===== src/rtl/ucounter16_seq_pkg.sv =====
// Shared types for the ucounter16 command sequencer: command opcodes,
// completion status codes and FSM state encoding.
package ucounter16_seq_pkg;

    typedef enum logic [1:0] {
        OP_CLEAR   = 2'b00,
        OP_LOAD    = 2'b01,
        OP_RUN_TO  = 2'b10,
        OP_RUN_OVF = 2'b11
    } op_e;

    typedef enum logic [1:0] {
        ST_OK       = 2'b00,
        ST_OVERFLOW = 2'b01,
        ST_TIMEOUT  = 2'b10
    } status_e;

    typedef enum logic [2:0] {
        S_IDLE  = 3'd0,
        S_CLEAR = 3'd1,
        S_LOAD  = 3'd2,
        S_RUN   = 3'd3,
        S_DONE  = 3'd4
    } state_e;

    // True for the two opcodes that let the counter free-run.
    function automatic logic is_run_op(input op_e op);
        return (op == OP_RUN_TO) || (op == OP_RUN_OVF);
    endfunction

endpackage


===== src/rtl/ucounter16_seq_watchdog.sv =====
// Cycle counter that bounds how long a RUN command may last. Cleared while
// the sequencer is not running, counts once per RUN cycle, and flags the
// last permitted cycle so the sequencer can abort in that same cycle.
import ucounter16_seq_pkg::*;

module ucounter16_seq_watchdog #(
    parameter int WIDTH   = 16,
    parameter int TIMEOUT = 16'hFFFF
) (
    input  logic clk,
    input  logic _reset,
    input  logic clear,
    input  logic enable,
    output logic expired
);

    localparam logic [WIDTH-1:0] LAST = WIDTH'(TIMEOUT - 1);

    logic [WIDTH-1:0] cnt_q;
    logic [WIDTH-1:0] cnt_d;

    // Next count: clear wins over enable; otherwise hold.
    always_comb begin
        cnt_d = cnt_q;
        if (clear) begin
            cnt_d = '0;
        end else if (enable) begin
            cnt_d = cnt_q + 1'b1;
        end
    end

    // Count register with synchronous active-low reset.
    always_ff @(posedge clk) begin
        if (!_reset) begin
            cnt_q <= '0;
        end else begin
            cnt_q <= cnt_d;
        end
    end

    assign expired = (cnt_q == LAST);

endmodule


===== src/rtl/ucounter16_seq.sv =====
// Command sequencer for one ucounter16. Accepts CLEAR / LOAD / RUN_TO /
// RUN_OVF commands over valid/ready, steers the counter's active-low control
// pins, freezes the counter on target, overflow or watchdog expiry, and
// reports the final count with a status code through a one-cycle done pulse.
import ucounter16_seq_pkg::*;

module ucounter16_seq #(
    parameter int WIDTH   = 16,
    parameter int TIMEOUT = 16'hFFFF
) (
    input  logic             clk,
    input  logic             _reset,
    input  logic             cmd_valid,
    output logic             cmd_ready,
    input  logic [1:0]       cmd_op,
    input  logic             cmd_dir,
    input  logic             cmd_wrap,
    input  logic [WIDTH-1:0] cmd_data,
    output logic             busy,
    output logic             done,
    output logic [WIDTH-1:0] result,
    output logic [1:0]       status,
    output logic             _cnt_areset,
    output logic             _cnt_aset,
    output logic             _cnt_load,
    output logic [WIDTH-1:0] cnt_preld_val,
    output logic             _cnt_updown,
    output logic             _cnt_wrapstop,
    input  logic [WIDTH-1:0] cnt_dcount,
    input  logic             cnt_overflow
);

    state_e           state_q,  state_d;
    op_e              op_q,     op_d;
    logic             dir_q,    dir_d;
    logic             wrap_q,   wrap_d;
    logic [WIDTH-1:0] data_q,   data_d;
    logic [WIDTH-1:0] hold_q,   hold_d;
    logic [WIDTH-1:0] result_q, result_d;
    status_e          status_q, status_d;

    logic             areset_n;
    logic             load_n;
    logic [WIDTH-1:0] preld;
    logic             wd_clear;
    logic             wd_en;
    logic             wd_expired;
    logic             hit_target;
    logic             hit_ovf;

    ucounter16_seq_watchdog #(
        .WIDTH   (WIDTH),
        .TIMEOUT (TIMEOUT)
    ) u_watchdog (
        .clk     (clk),
        ._reset  (_reset),
        .clear   (wd_clear),
        .enable  (wd_en),
        .expired (wd_expired)
    );

    // RUN exit conditions; overflow is ignored only for RUN_TO in wrap mode.
    assign hit_target = (op_q == OP_RUN_TO) && (cnt_dcount == data_q);
    assign hit_ovf    = cnt_overflow && ((op_q == OP_RUN_OVF) || !wrap_q);

    // Next-state, register updates and counter pin control.
    always_comb begin
        state_d  = state_q;
        op_d     = op_q;
        dir_d    = dir_q;
        wrap_d   = wrap_q;
        data_d   = data_q;
        hold_d   = hold_q;
        result_d = result_q;
        status_d = status_q;
        areset_n = 1'b1;
        load_n   = 1'b0;       // default: counter reloads its own held value
        preld    = hold_q;
        wd_clear = 1'b1;
        wd_en    = 1'b0;

        case (state_q)
            S_IDLE: begin
                if (cmd_valid) begin
                    op_d   = op_e'(cmd_op);
                    dir_d  = cmd_dir;
                    wrap_d = cmd_wrap;
                    data_d = cmd_data;
                    if (is_run_op(op_e'(cmd_op))) begin
                        state_d = S_RUN;
                    end else if (op_e'(cmd_op) == OP_LOAD) begin
                        state_d = S_LOAD;
                    end else begin
                        state_d = S_CLEAR;
                    end
                end
            end
            S_CLEAR: begin
                areset_n = 1'b0;
                preld    = '0;
                hold_d   = '0;
                result_d = '0;
                status_d = ST_OK;
                state_d  = S_DONE;
            end
            S_LOAD: begin
                preld    = data_q;
                hold_d   = data_q;
                result_d = data_q;
                status_d = ST_OK;
                state_d  = S_DONE;
            end
            S_RUN: begin
                load_n   = 1'b1;
                wd_clear = 1'b0;
                wd_en    = 1'b1;
                if (hit_target || hit_ovf || wd_expired) begin
                    // Freeze on the exiting value so the counter never overshoots.
                    load_n   = 1'b0;
                    preld    = cnt_dcount;
                    hold_d   = cnt_dcount;
                    result_d = cnt_dcount;
                    state_d  = S_DONE;
                    if (hit_target) begin
                        status_d = ST_OK;
                    end else if (hit_ovf) begin
                        status_d = ST_OVERFLOW;
                    end else begin
                        status_d = ST_TIMEOUT;
                    end
                end
            end
            S_DONE: begin
                state_d = S_IDLE;
            end
            default: begin
                state_d = S_IDLE;
            end
        endcase
    end

    // State and datapath registers with synchronous active-low reset.
    always_ff @(posedge clk) begin
        if (!_reset) begin
            state_q  <= S_IDLE;
            op_q     <= OP_CLEAR;
            dir_q    <= 1'b0;
            wrap_q   <= 1'b0;
            data_q   <= '0;
            hold_q   <= '0;
            result_q <= '0;
            status_q <= ST_OK;
        end else begin
            state_q  <= state_d;
            op_q     <= op_d;
            dir_q    <= dir_d;
            wrap_q   <= wrap_d;
            data_q   <= data_d;
            hold_q   <= hold_d;
            result_q <= result_d;
            status_q <= status_d;
        end
    end

    assign cmd_ready     = _reset && (state_q == S_IDLE);
    assign busy          = (state_q == S_CLEAR) || (state_q == S_LOAD) || (state_q == S_RUN);
    assign done          = (state_q == S_DONE);
    assign result        = result_q;
    assign status        = status_q;
    assign _cnt_areset   = _reset && areset_n;
    assign _cnt_aset     = 1'b1;
    assign _cnt_load     = load_n;
    assign cnt_preld_val = preld;
    assign _cnt_updown   = dir_q;
    assign _cnt_wrapstop = wrap_q;

endmodule

===== config.mk =====
export PLATFORM = sky130hd
export DESIGN_NAME = ucounter16_seq
export DESIGN_NICKNAME = d
export VERILOG_FILES = /design/src/rtl/ucounter16_seq_pkg.sv /design/src/rtl/ucounter16_seq_watchdog.sv /design/src/rtl/ucounter16_seq.sv
export SDC_FILE = /design/constraint.sdc
export NUM_CORES = 1
export LEC_CHECK = 0
export BUFFER_PORTS_ARGS = -buffer_cell sky130_fd_sc_hd__buf_2
export CORE_ASPECT_RATIO = 1.2
export CORE_MARGIN = 4
export CORE_UTILIZATION = 60
export DETAILED_ROUTE_END_ITERATION = 16
export HOLD_SLACK_MARGIN = 0.08
export MAX_ROUTING_LAYER = met4
export PLACE_DENSITY = 0.86
export SKIP_CTS_REPAIR_TIMING = 1
export SYNTH_ARGS = -nofsm -noshare
export SYNTH_HDL_FRONTEND = slang
export SYNTH_HIERARCHICAL = 1
export SYNTH_SLANG_ARGS = --single-unit
export TNS_END_PERCENT = 30

===== constraint.sdc =====
create_clock -name clk -period 7.4 [get_ports clk]
set_input_delay 1.48 -clock clk [delete_from_list [all_inputs] [get_ports clk]]
set_output_delay 1.48 -clock clk [all_outputs]
set_load 0.005 [all_outputs]

# Word-level counts from Yosys, hierarchy flattened
# Index checks and enable logic that the tools add are counted.
# totals
regBits	73
inputBits	40
# op_classes
n_addsub	1
n_eq_ne	13
muxes	17
n_reduce_logical	20
# op_table
op	count
$pmux W16 S3	2
$mux W16	2
$add A16 B1 Y16 const B	1
$eq A16 B16 Y1	1
$eq A16 B16 Y1 const B	1
$mux W2	5
$reduce_and A2 Y1	5
$pmux W3 S3	1
$eq A2 B2 Y1 const B	4
$eq A3 B2 Y1 const B	2
$logic_or A1 B1 Y1	6
$mux W3	2
$logic_and A1 B1 Y1	4
$mux W1	4
$ne A2 B2 Y1 const B	2
$pmux W2 S2	1
$eq A3 B1 Y1 const B	1
$eq A3 B3 Y1 const B	1
$logic_not A3 Y1	1
$reduce_bool A3 Y1	1
$eq A2 B1 Y1 const B	1
$reduce_bool A2 Y1	1
$reduce_or A2 Y1	1
$logic_not A1 Y1	1

# Logic depth before layout (Yosys ltp)
# logic_depth
ltp_word	7
depth_mapped	9
ltp_nobuf	8

# Modules after synthesis
# Netlist, hierarchy kept.
# by_module_without_submodules
module	n_inst	cells_per_inst	area_per_inst_um2
ucounter16_seq	1	462	3502.1
ucounter16_seq_watchdog	1	91	790.8

# Worst setup path after synthesis
# OpenSTA, ideal clock, no wires.
# synth_timing
kind	input -> output
from	input cnt_dcount[1]
to	output cnt_preld_val[0]
arrival_ps	2744
slack_ps	3176
path_stages	6
path_buffers	1
path_cell_list	xor2_1 > nor4_1 > nand4_2 > clkbuf_1 > o211ai_1 > nand3_1
# synth_between
elab_chain_len	6
# synth_lines
item	line	text
start: declaration	ucounter16_seq.sv:29	input logic [WIDTH-1:0] cnt_dcount,
$eq A16 B16 Y1	ucounter16_seq.sv:63	assign hit_target = (op_q == OP_RUN_TO) && (cnt_dcount == data_q);
$logic_and A1 B1 Y1	ucounter16_seq.sv:63	
$logic_or A1 B1 Y1 (2 in series)	ucounter16_seq.sv:117	if (hit_target || hit_ovf || wd_expired) begin
$mux W16	-	
$pmux W16 S3	-	
end: declaration	ucounter16_seq.sv:26	output logic [WIDTH-1:0] cnt_preld_val,
# No other way between the ends.

# Final worst setup path
# layout_timing
from	input cnt_dcount[0]
to	output cnt_preld_val[15]
# Same word-level chain as after synthesis.

==> results_dict.tcl <==
set metrics [dict create \
    worst_path_max_delay_cell "nor2_1" \
    power_frac_comb_pct 13.2 \
    insertion_delay_ns 0.35 \
    hold_viol_final 0 \
    crit_chain "buf_2, xnor2_1, nand4_2, nor2_1, a41oi_1, nand3_1, buf_2" \
    routed_wl_um 11800 \
    pre_cts_slack_ns 2.12 \
    timing.final.ws_setup_ns 2.03 \
    cp_num_buf_inv 2 \
    drive_gt1_share_pct 18.4 \
    slew_headroom_pct 10.6 \
    cp_max_fo 18 \
    cpPeakStageDelay_ns 1.11 \
    clock_path_buffers 2 \
    skew_ns 0.0144 \
    fmax_mhz 186 \
    h-tree-depth 3 \
    hp-start "_cnt_updown$_SDFFE_PN0P_" \
    dr.pass1.iters 5 \
    synth_top_family_by_area "compound AO/OA/AOI/OAI gates" \
    start_kind "input pin" \
    root_buffer "clkbuf_8" \
    nNetsFinal 641 \
    synthesis.area_um2 4290 \
    cts.clk_slew.worst_paths_ns 0.08 \
    setup_viol 0 \
    min_period_over_period_pct 72.5 \
    core_area_um2 6900 \
    port_buffers 80 \
    swShare_pct 28.2 \
    synth_area_leaders "dfxtp_1 (34%), nand2_1 (8.6%), a221oi_1 (6.5%), nand3_1 (4.4%), o21ai_0 (4.1%)" \
    synth_nets 595 \
    first_global_vias 3984 \
    synth.top_cell.area_share_pct 34.0 \
    arrival_ns 3.89 \
    critical_path_class "input pin to output port" \
    cp-end-kind "output port" \
    grt_start_max_net_pins 110 \
    crit_family "simple AND/OR/NAND/NOR gates" \
    numClockSinks 73 \
    ys_seq_area_share_pct 34.0 \
    finalMaxSlewViolations 0 \
    yosys.area_share.simple_pct 25.3 \
    seqPwrFrac_pct 49.9 \
    synth-compound-area-share_pct 28.9 \
    gp_congestion 0.926 \
    peakVddDrop_mv 0.114 \
    wl_per_cell_um 17.1 \
    syn_area_per_cell_um2 7.76 \
    drtIter0Drc 546 \
    dpl.hpwl_um 7960 \
    synthXorXnorAreaFrac_pct 3.88 \
    fin_setup_tns_ns 0 \
    diodes 0 \
    fin_crit_ns 5.37 \
    power_frac_clock_pct 36.9 \
    maxCapViolCount 0 \
    synth.area.mux_share_pct 0.933 \
    fp.dieW_um 85.2 \
    synth_top_flop_cell "dfxtp_1" \
    yosysMostFrequentCell "nand2_1" \
    ys_ff_latch 73 \
    required_ns 5.92 \
    ys_warn_count 6 \
    synth_area_leader_cell "dfxtp_1" \
    grt_setup_unrepaired "no" \
    power.density_nw_per_um2 175 \
    synth.distinct_cells 49 \
    cp_common_cell "buf_2" \
    netlist_top_cells_count "nand2_1 (98), dfxtp_1 (73), nor2_1 (39)" \
    synthCells 553 \
    vias 4450 \
    worstReg2RegStart "data_q[0]$_SDFFE_PN0P_" \
    cts_tree "done" \
    grt_usage_pct 28.5 \
    grt_pass1_wl_um 19400 \
    grt_overflow 0 \
    leakage_nw 1.79 \
    ios 82 \
    area_delta_synth_final_pct 11.7 \
    intPower_uw 602 \
    grt_antenna_before_repair 0 \
    cts_buffers 9 \
    synthAdderAreaFrac_pct 0.583 \
    status "complete, no violations" \
    hold_class "flop to flop" \
    dieArea_um2 8580 \
    num_rows 33 \
    initial_core_util_pct 62.3 \
    drc 0 \
    synth-edff-count 0 \
    die_h_um 101 \
    cp-startpoint "cnt_dcount[0]" \
    ys_async_sr_fraction_pct 0 \
    via_per_inst 6.44 \
    switchingPower_uw 237 \
    tightest_slew_ns 1.34 \
    ant_nets 0 \
]
## worst reg2reg max path: stages (launching register included)
cell,delay (ns)
dfxtp_1,0.35
xnor2_1,0.22
nand4_2,0.43
or2_0,0.85
o21ai_4,0.34
buf_4,0.35
o21ai_0,0.17
## stage by stage
stage	cells	power, mW	util, %	instance area (um2)	hold WS (ns)
floorplan	553	0.496	-	4290	0.442
global placement	675	0.533	66.7	4600	0.449
detailed placement	675	0.537	66.7	4600	0.471
CTS	691	0.843	69.5	4790	0.483
global route	691	0.876	69.5	4790	0.518
finish	691	0.839	69.5	4790	0.474
## power by group through the flow
stage / clock [mW] / combinational (mW) / sequential [mW]
after floorplan: 0 / 0.0718 / 0.424
after global placement: 0 / 0.106 / 0.427
after detailed placement: 0 / 0.109 / 0.428
after CTS: 0.314 / 0.110 / 0.419
after global routing: 0.333 / 0.123 / 0.421
final: 0.310 / 0.111 / 0.419
## state kept, by name (all words and copies together) (netlist names)
register          count
data_q               16
u_watchdog/cnt_q     16
op_q                  2
status                2
hold_q               16
_cnt_updown           1
state_q               3
_cnt_wrapstop         1
result               16
## path summary, 6_finish.rpt
check | endpoint | slack, ns | depth (start not counted)
max | cnt_preld_val[15] | 2.03 | 7
max reg2reg | result[4]$_SDFFE_PN0P_ | 4.56 | 6
min | _cnt_updown$_SDFFE_PN0P_ | 0.47 | 2
min reg2reg | _cnt_updown$_SDFFE_PN0P_ | 0.47 | 2
## layout make-up
class	count	area (um2)
inverter	8	30.0
clock buffer	10	128
clock inverter	6	67.6
tap	87	109
fill	564	2100
timing repair buffer	85	438
multi-input combinational	422	2560
sequential	73	1460
## routing by layer
| metal | GRT usage, % | share of wire (%) |
|---|---|---|
| met3 | 4.50 | 8.2 |
| met1 | 39.0 | 44 |
| met4 | 9.26 | 1.9 |
| met5 | - | 0 |
| met2 | 43.2 | 46 |
## cells by family (layout without fill, tap and decap cells)
kind of cell               after synthesis  after routing
AOI/OAI and AO/OA                      165            165
xor gates and xnor gates                19             19
adders and majority gates                2              2
buffers and inverters                   58            109
DFF                                     73             73
muxes                                    4              4
other                                    1              1
and+or+nand+nor                        231            231
## cells in the final DEF, fill, tap and decap left out, types with 6 or more instances in the layout
cell type,synthesis,routed
nand2_1,98,98
buf_2,18,80
dfxtp_1,73,73
nor2_1,39,39
nand3_1,38,38
o21ai_0,35,35
a221oi_1,32,32
a21boi_0,22,22
nor3_1,19,19
a32o_1,16,16
a41oi_1,16,16
o211ai_1,16,16
xnor2_1,10,10
a21oi_1,10,10
xor2_1,9,9
clkbuf_8,0,9
inv_1,7,7
nor4_1,6,6
(Power assumes the default switching activity.)
